`src/rtl/fill_pipe_pkg.sv`:
```
// fill_pkg: shared types and constants for the fill_pipe block.
//   mode_t       : 3-bit per-beat transform selector
//   CNT_W        : width of the delivered-fill counter
//   mode_is_fill : 1 when a mode counts toward fill_cnt (anything not PASS-like)
// Optional feature macro: FILL_PIPE_XZ_EN (adds XFILL/ZFILL as counted fill modes).
package fill_pkg;

    localparam int CNT_W = 16;

    typedef enum logic [2:0] {
        MODE_PASS  = 3'd0,
        MODE_ZERO  = 3'd1,
        MODE_ONES  = 3'd2,
        MODE_CAST  = 3'd3,
        MODE_XFILL = 3'd4,
        MODE_ZFILL = 3'd5
    } mode_t;

    // Codes without a transform of their own behave as PASS and are not counted.
    function automatic logic mode_is_fill(input mode_t m);
        logic f;
        f = 1'b0;
        case (m)
            MODE_ZERO, MODE_ONES, MODE_CAST: f = 1'b1;
`ifdef FILL_PIPE_XZ_EN
            MODE_XFILL, MODE_ZFILL:          f = 1'b1;
`endif
            default:                         f = 1'b0;
        endcase
        return f;
    endfunction

endpackage

```
`src/rtl/fill_pipe_stage.sv`:
```
// fill_pipe_stage: one pipeline register slot (valid + fill flag + data).
//   i_clk, i_rst_n : clock, asynchronous active-low reset
//   i_load         : this slot advances this cycle (takes upstream contents)
//   i_valid/i_fill/i_data : upstream slot contents (or the newly accepted beat)
//   o_valid/o_fill/o_data : registered contents of this slot
module fill_pipe_stage #(
    parameter int WIDTH = 64
) (
    input  logic             i_clk,
    input  logic             i_rst_n,
    input  logic             i_load,
    input  logic             i_valid,
    input  logic             i_fill,
    input  logic [WIDTH-1:0] i_data,
    output logic             o_valid,
    output logic             o_fill,
    output logic [WIDTH-1:0] o_data
);

    logic             r_valid;
    logic             r_fill;
    logic [WIDTH-1:0] r_data;

    // On load an empty upstream slot becomes a bubble here; payload is only
    // captured for real beats so bubbles do not toggle the data register.
    always_ff @(posedge i_clk or negedge i_rst_n) begin
        if (!i_rst_n) begin
            r_valid <= 1'b0;
            r_fill  <= 1'b0;
            r_data  <= '0;
        end else if (i_load) begin
            r_valid <= i_valid;
            if (i_valid) begin
                r_fill <= i_fill;
                r_data <= i_data;
            end
        end
    end

    assign o_valid = r_valid;
    assign o_fill  = r_fill;
    assign o_data  = r_data;

endmodule

```
`src/rtl/fill_pipe.sv`:
```
// fill_pipe: DEPTH-stage valid/ready register pipe that applies a per-beat
// fill transform (PASS/ZERO/ONES/CAST) on acceptance and counts delivered
// non-PASS beats in a saturating counter.
//   clk, rst_n                    : clock, asynchronous active-low reset
//   in_valid/in_ready/in_data/in_mode : upstream beat and its transform
//   out_valid/out_ready/out_data  : downstream beat
//   fill_cnt                      : saturating count of delivered fill beats
// Optional feature macro: FILL_PIPE_XZ_EN (XFILL=4 -> all x, ZFILL=5 -> all z).
//
// Handshake: a beat transfers on any rising edge where valid && ready are both
// high; valid never depends on ready, and in_ready never depends on in_valid.
module fill_pipe
    import fill_pkg::*;
#(
    parameter int WIDTH  = 64,
    parameter int DEPTH  = 2,
    parameter int CAST_W = 3
) (
    input  logic             clk,
    input  logic             rst_n,
    input  logic             in_valid,
    output logic             in_ready,
    input  logic [WIDTH-1:0] in_data,
    input  mode_t            in_mode,
    output logic             out_valid,
    input  logic             out_ready,
    output logic [WIDTH-1:0] out_data,
    output logic [CNT_W-1:0] fill_cnt
);

    // Reset release is taken through one flop so in_ready rises on the
    // first clock edge after rst_n goes high.
    logic r_run;
    always_ff @(posedge clk or negedge rst_n) begin
        if (!rst_n) r_run <= 1'b0;
        else        r_run <= 1'b1;
    end

    // Transform on the input side; the result is registered in stage 0.
    logic [WIDTH-1:0] w_xform_data;
    logic             w_xform_fill;
    always_comb begin
        w_xform_data = in_data;
        w_xform_fill = mode_is_fill(in_mode);
        case (in_mode)
            MODE_ZERO: w_xform_data = '0;
            MODE_ONES: w_xform_data = '1;
            MODE_CAST: begin
                w_xform_data             = '0;
                w_xform_data[CAST_W-1:0] = in_data[CAST_W-1:0];
            end
`ifdef FILL_PIPE_XZ_EN
            MODE_XFILL: w_xform_data = 'x;
            MODE_ZFILL: w_xform_data = 'z;
`endif
            default:   w_xform_data = in_data;
        endcase
    end

    logic [DEPTH-1:0]            w_sv;
    logic [DEPTH-1:0]            w_sf;
    logic [DEPTH-1:0][WIDTH-1:0] w_sd;
    logic [DEPTH-1:0]            w_take;
    logic [DEPTH-1:0]            w_up_valid;
    logic [DEPTH-1:0]            w_up_fill;
    logic [DEPTH-1:0][WIDTH-1:0] w_up_data;
    logic                        w_tail_full;
    logic                        w_acc;

    // Slot k may advance when some slot at or after k is empty or the sink
    // drains the last slot; this collapses bubbles anywhere in the pipe.
    always_comb begin
        w_take      = '0;
        w_tail_full = 1'b1;
        for (int k = DEPTH - 1; k >= 0; k--) begin
            w_tail_full = w_tail_full & w_sv[k];
            w_take[k]   = out_ready | ~w_tail_full;
        end
    end

    assign in_ready = r_run & w_take[0];
    assign w_acc    = in_valid & in_ready;

    always_comb begin
        w_up_valid    = '0;
        w_up_fill     = '0;
        w_up_data     = '0;
        w_up_valid[0] = w_acc;
        w_up_fill[0]  = w_xform_fill;
        w_up_data[0]  = w_xform_data;
        for (int k = 1; k < DEPTH; k++) begin
            w_up_valid[k] = w_sv[k-1];
            w_up_fill[k]  = w_sf[k-1];
            w_up_data[k]  = w_sd[k-1];
        end
    end

    for (genvar k = 0; k < DEPTH; k++) begin : g_stage
        fill_pipe_stage #(.WIDTH(WIDTH)) u_stage (
            .i_clk   (clk),
            .i_rst_n (rst_n),
            .i_load  (w_take[k]),
            .i_valid (w_up_valid[k]),
            .i_fill  (w_up_fill[k]),
            .i_data  (w_up_data[k]),
            .o_valid (w_sv[k]),
            .o_fill  (w_sf[k]),
            .o_data  (w_sd[k])
        );
    end

    assign out_valid = w_sv[DEPTH-1];
    assign out_data  = w_sd[DEPTH-1];

    logic [CNT_W-1:0] r_fill_cnt;
    always_ff @(posedge clk or negedge rst_n) begin
        if (!rst_n) begin
            r_fill_cnt <= '0;
        end else if (out_valid && out_ready && w_sf[DEPTH-1] && (r_fill_cnt != '1)) begin
            r_fill_cnt <= r_fill_cnt + CNT_W'(1);
        end
    end

    assign fill_cnt = r_fill_cnt;

endmodule

```
`config.mk`:
```
export PLATFORM = sky130hd
export DESIGN_NAME = fill_pipe
export DESIGN_NICKNAME = d
export VERILOG_FILES = /design/src/rtl/fill_pipe_pkg.sv /design/src/rtl/fill_pipe_stage.sv /design/src/rtl/fill_pipe.sv
export SDC_FILE = /design/constraint.sdc
export NUM_CORES = 1
export LEC_CHECK = 0
export BUFFER_PORTS_ARGS = -buffer_cell sky130_fd_sc_hd__buf_4
export CORE_MARGIN = 4
export CORE_UTILIZATION = 40
export DETAILED_ROUTE_END_ITERATION = 16
export PLACE_DENSITY = 0.66
export SETUP_SLACK_MARGIN = 0.2
export SLEW_MARGIN = 20
export SYNTH_ARGS = -nofsm -noshare
export SYNTH_HDL_FRONTEND = slang
export SYNTH_SLANG_ARGS = --single-unit
```
`constraint.sdc`:
```
create_clock -name clk -period 1.4 [get_ports clk]
set_input_delay 0.21 -clock clk [delete_from_list [all_inputs] [get_ports clk]]
set_output_delay 0.21 -clock clk [all_outputs]
set_load 0.05 [all_outputs]
```
==> flow_metrics.tcl, run 1 <==
set metrics [dict create \
    status "finished, violations left" \
    violations "setup timing" \
    cts-root-buf "clkbuf_16" \
    num_antenna_cells 0 \
    p_total_w 0.01904 \
    synth_top_cell_by_area "dfrtp_1" \
    cts_tree "yes" \
    synth_top_family_by_area "multiplexers" \
    tightest_slew_ns 0.5087 \
    layout_setup_ws_ns -0.1963 \
    crit_fanout 7 \
    vias 5339 \
    fp-row-count 44 \
    grt_use_met2_pct 39.58 \
    hold-worst-slack_ns 0.07081 \
    post_drt_wl_per_cell_microns 20.27 \
    wl_mm 20.51 \
    grt_usage_pct 23.23 \
    hp-class "in -> reg" \
    clock_latency_ns 0.43 \
    met3_usage_pct 4.707 \
    viasPerCell 5.276 \
    numCtsBuffers 17 \
    gp_congestion 0.8004 \
    min_period_over_period_pct 114.0 \
    drv_slew 0 \
    drtAntennaViolNets 0 \
    synthesis.area_sq_um 5944 \
    port_buffers 152 \
    dieArea_sq_um 16880 \
    period_needed_ns 1.596 \
    setup-violations-final 124 \
    cts_htree_levels 4 \
    clk_pin_slew_ns 0.06 \
    grt_start_max_net_pins 41 \
    dp_hpwl_mm 9.800 \
    skew_ns 0.008270 \
    ios 153 \
    drc 0 \
    grt_first_pass_wirelength_mm 30.26 \
    layout-drive-gt1-share_pct 67.63 \
    setup.worst_path.end_class "register" \
    fillers 787 \
    synth_xor_area_share_pct 2.063 \
    max-cap-violations 0 \
    yosys.area.top_type_share_pct 62.72 \
    synthAdderAreaFrac_pct 0.2105 \
    grt_pass1_vias 5611 \
    fmax_ghz 0.6264 \
    rsz0062_at_grt "yes" \
    grt_antenna_before_repair 0 \
    synthToLayoutAreaGrowth_pct 91.92 \
    synth_cell_types 31 \
    synthSimpleGateAreaFrac_pct 8.924 \
    postLayoutCoreUtil_pct 78.50 \
    crit_path_start_kind "register" \
    worstPathRequired_ns 1.73 \
    place_inst 850 \
    slew_headroom_pct 65.96 \
    synth.area.mux_share_pct 12.31 \
    drtIter0Drc 349 \
    netlist_top_cells_area "dfrtp_1 63%, mux2_2 12%, o21ai_0 11%" \
    worst_ep_arrival_time_ns 1.93 \
    die_h_microns 129.9 \
    cts_max_path_buffers 2 \
    power.density_nw_per_um2 1669 \
    pre_cts_slack_ns -0.2031 \
    synth_nets 585 \
    fin_nets 887 \
    use_met1_pct 29.75 \
    die_width_microns 129.9 \
    peakVddDrop_uv 1029 \
    netlist_instances 513 \
    cts_sinks 149 \
    synth_compound_area_share_pct 11.24 \
    core_area_sq_um 14530 \
    grt_overflow 0 \
    ys_seq_area_share_pct 62.72 \
    top_usage_layer "met2" \
    ys_seq_elements 149 \
    final_hold_viol_count 0 \
    start_util_pct 40.90 \
    yosysWarnings 0 \
    fin_cells 1012 \
    worstSetupPathType "reg -> reg" \
    p_leak_nw 5.586 \
    synth.avg_cell_area_sq_um 11.59 \
    first_pass_iters 5 \
]
## critical path: stages, from the launching register on
cell and delay (ns):
dfrtp_2 0.40, ha_4 0.15, nand3_4 0.08, or4_4 0.58, nand4b_1 0.14, xnor2_1 0.14
## kinds of logic after synthesis
| kind of cell | after synthesis |
|---|---|
| adder cells (fa/ha/maj) | 1 |
| XOR/XNOR | 14 |
| multiplexers | 65 |
| buffers and inverters | 37 |
| flip-flops | 149 |
| other | 1 |
| AO/OA/AOI/OAI | 132 |
| AND/OR/NAND/NOR | 114 |
## flip-flops by register name, indices dropped and copies added (netlist names)
name / flops
g_stage.u_stage.o_data: 128
g_stage.u_stage.o_fill: 2
fill_cnt: 16
r_run: 1
g_stage.u_stage.o_valid: 2
## layer usage
layer / part of all wire (%) / wire, microns
met1: 40 / 8139
met2: 54 / 11080
met3: 4.3 / 891
met4: 1.9 / 398
met5: 0 / 0
## what timing repair did
item,in CTS,in global routing
setup buffers,65,35
hold endpoints to repair,127,0
hold buffers,1,0
cloned,25,4
gates resized for setup,262,78
setup endpoints to repair,228,229
pin swaps,31,26
## path summary, 6_finish.rpt
path	start	to	slack, ns	cells past startpoint
setup reg to reg	fill_cnt[1]	fill_cnt[11]	-0.20	5
max in group asynchronous	rst_n	g_stage[0].u_stage.o_data[48]	0.61	3
hold / removal	in_data[49]	g_stage[0].u_stage.o_data[49]	0.07	3
min in group asynchronous	rst_n	fill_cnt[3]	0.25	2
hold reg to reg	g_stage[0].u_stage.o_data[14]	g_stage[0].u_stage.o_data[14]	0.49	2
setup / recovery	fill_cnt[1]	fill_cnt[11]	-0.20	5
## cell usage after synthesis, drive strengths merged
| cell | instances |
|---|---|
| nand2b | 3 |
| or4 | 1 |
| inv | 1 |
| xor2 | 7 |
| nor4 | 2 |
| xnor2 | 7 |
| and3 | 3 |
| or3 | 1 |
| clkbuf | 31 |
| o21ai | 125 |
| and2 | 1 |
| conb | 1 |
| nand3 | 7 |
| ha | 1 |
| mux2 | 65 |
| nand2 | 70 |
| o31ai | 3 |
| nand4b | 1 |
| nor3b | 2 |
| and4 | 3 |
| nand4 | 7 |
| dfrtp | 149 |
| nand3b | 1 |
| a21oi | 4 |
| buf | 5 |
| nor3 | 5 |
| nor2 | 6 |
| nor2b | 1 |
## power by group
part	internal [W]	leakage, nW	switching (W)
logic	0.00404	3.44	0.00418
clock network	0.00267	0.295	0.00196
registers	0.00530	1.85	0.000897
## final cells by class
class	instances	area (sq um)	area share [%]
multi-input cells	329	3098	27.16
clock inverters	15	165.2	1.448
repair buffers	317	3737	32.76
inverters	1	3.754	0.03290
clock buffers	17	425.4	3.729
flip-flops and latches	149	3749	32.86
well taps	184	230.2	2.018
## cells in the final DEF, fill, tap and decap left out, types with 5 or more instances in the layout
cell       count
inv_6          7
nand2_2       11
xor2_1         7
buf_16        23
nand2_4       42
buf_6         93
o21ai_1       11
buf_8         20
buf_4        150
dfrtp_1      133
dfrtp_2       16
nand2_1       16
nand4_1        6
o21ai_2       51
buf_12        26
o21ai_0       61
xnor2_1        7
nor2_1         5
clkbuf_16     21
nand3_1        5
mux2_4        64
## metrics by stage
step | instance area (sq um) | TNS [ns]
after floorplan | 6471 | -8.104
after global placement | 7936 | -1.337
after detailed placement | 7936 | -1.551
after CTS | 10720 | -5.619
after global routing | 11410 | -14.97
final | 11410 | -7.656
Note: power is estimated with default switching activity, not from simulation.
==> inputs of run 2 (changes only) <==
- CORE_ASPECT_RATIO: default -> 1.2
- PLACE_DENSITY: 0.66 -> default
- PLACE_DENSITY_LB_ADDON: default -> 0.3
==> run 2 against run 1 <==
The flow still finishes with violations (setup timing). Critical path depth is the same. Fmax grew 0.53%. Core utilization decreased by 4.4 points. Sequential cell count unchanged. Cell count down 1.5%. Non-clock buffer count shrank 29. Sequential share of layout area rose by 2.1 points. Wire length down 9.8%. Setup slack gained 0.0084 ns. Clock skew fell by 0.0022 ns. Die area barely moved. Clock power increased by 3%. Critical path type unchanged. Critical endpoint is now fill_cnt[13].
==> flow_metrics.tcl, run 2 (same netlist as run 1, synthesis figures left out) <==
set metrics [dict create \
    hold-worst-slack_ns 0.08459 \
    skew_ns 0.006025 \
    largest_reg_flops 128 \
    drv_slew 0 \
    crit_fanout 7 \
    start_util_pct 41.07 \
    violations "setup timing" \
    core_area_sq_um 14470 \
    final_area_sq_um 10720 \
    port_buffers 152 \
    drtIter0Drc 238 \
    dp_hpwl_mm 10.22 \
    grt_antenna_before_repair 0 \
    tightest_slew_ns 0.5186 \
    setup-violations-final 113 \
    worstSetupPathType "reg -> reg" \
    hp-class "in -> reg" \
    worst_ep_arrival_time_ns 1.91 \
    drc 0 \
    synthToLayoutAreaGrowth_pct 80.34 \
    dieArea_sq_um 16880 \
    fillers 891 \
    vias 5134 \
    wl_mm 18.50 \
    cp_cell_sequence "ha_4, nand3_4, or4_4, nand4_1, xnor2_1" \
    fin_cells 997 \
    cts-root-buf "clkbuf_16" \
    die_width_microns 119.3 \
    num_antenna_cells 0 \
    pre_cts_slack_ns -0.2580 \
    fp-row-count 48 \
    final_cell_mix "142 x buf_4, 133 x dfrtp_1, 87 x buf_6" \
    final_common_cell "buf_4" \
    status "finished, violations left" \
    ios 153 \
    cts_max_path_buffers 2 \
    layout-drive-gt1-share_pct 62.11 \
    grt_first_pass_wirelength_mm 27.15 \
    rsz0062_at_grt "yes" \
    grt_usage_pct 20.34 \
    cts_tree "yes" \
    cts_sinks 149 \
    grt_start_max_net_pins 63 \
    max-cap-violations 0 \
    postLayoutCoreUtil_pct 74.07 \
    layout_setup_ws_ns -0.1880 \
    drtAntennaViolNets 0 \
    fin_nets 857 \
    viasPerCell 5.149 \
    final_hold_viol_count 0 \
    setup.worst_path.end_class "register" \
    peakVddDrop_uv 1227 \
    gp_congestion 0.8068 \
    clock_latency_ns 0.41 \
    period_needed_ns 1.588 \
    crit_slowest_cell "or4_4" \
    grt_pass1_vias 5332 \
    cts_htree_levels 4 \
    crit_path_start_kind "register" \
    postPlaceCellArea_sq_um 7974 \
    place_inst 870 \
    min_period_over_period_pct 113.4 \
    fmax_ghz 0.6297 \
    numCtsBuffers 17 \
    worstPathRequired_ns 1.72 \
    clk_pin_slew_ns 0.06 \
    first_pass_iters 4 \
    p_leak_nw 5.240 \
    slew_headroom_pct 65.30 \
    slowest_delay_ns 0.56 \
    grt_overflow 0 \
    power.density_nw_per_um2 1731 \
    post_drt_wl_per_cell_microns 18.56 \
    die_h_microns 141.5 \
]
## run 2: through the flow
stage	power (W)	TNS [ns]
after floorplan	0.009883	-8.104
final	0.01856	-10.32
after CTS	0.01779	-8.420
after global routing	0.01928	-17.10
after detailed placement	0.01181	-1.783
after global placement	0.01168	-1.378
## run 2: path summary, 6_finish.rpt
path	slack (ns)	from	end	cells after the start
worst max register to register	-0.19	fill_cnt[0]	fill_cnt[13]	5
worst min-delay path	0.08	in_data[6]	g_stage[0].u_stage.o_data[6]	3
max in group asynchronous	0.55	rst_n	g_stage[0].u_stage.o_data[49]	3
worst min register to register	0.49	g_stage[0].u_stage.o_data[8]	g_stage[0].u_stage.o_data[8]	2
worst max-delay path	-0.19	fill_cnt[0]	fill_cnt[13]	5
min in group asynchronous	0.26	rst_n	fill_cnt[7]	2
## run 2: metal layers
metal	GRT usage, %	share of wire (%)	up-vias	routed length, microns
li1	-	-	2355	-
met1	23.49	38	2588	7007
met2	36.17	55	149	10190
met3	4.545	4.5	42	832
met4	8.908	2.5	0	469
met5	0	0	-	0
## run 2: where the power goes
group	total (W)	internal (W)	switching, W	leakage (nW)
clock network	0.00477	0.00306	0.00171	0.300
logic	0.00765	0.00366	0.00399	3.09
registers	0.00613	0.00530	0.000832	1.85
total	0.0186	0.0120	0.00653	5.24
## run 2: timing repair
item / CTS / global route
hold buffers: 1 / 0
hold endpoints to repair: 29 / 0
setup endpoints to repair: 227 / 229
gates resized for setup: 156 / 109
pin swaps: 17 / 23
buffers inserted: 37 / 37
cloned: 8 / 13
## run 2: critical path: cells and delay by family, from the launching register on
kind,cells,cell delay (ns)
flops,1,0.40
fa+ha+maj,1,0.16
simple gates,3,0.79
xor+xnor,1,0.15
## run 2: layout make-up
class                   count  area [sq um]  area share (%)
clock buffers              22         464.2           4.330
inverters                   1         3.754         0.03501
flip-flops and latches    149          3749           34.97
multi-input cells         328          2868           26.75
well taps                 200         250.2           2.334
repair buffers            288          3234           30.17
clock inverters             9         151.4           1.412
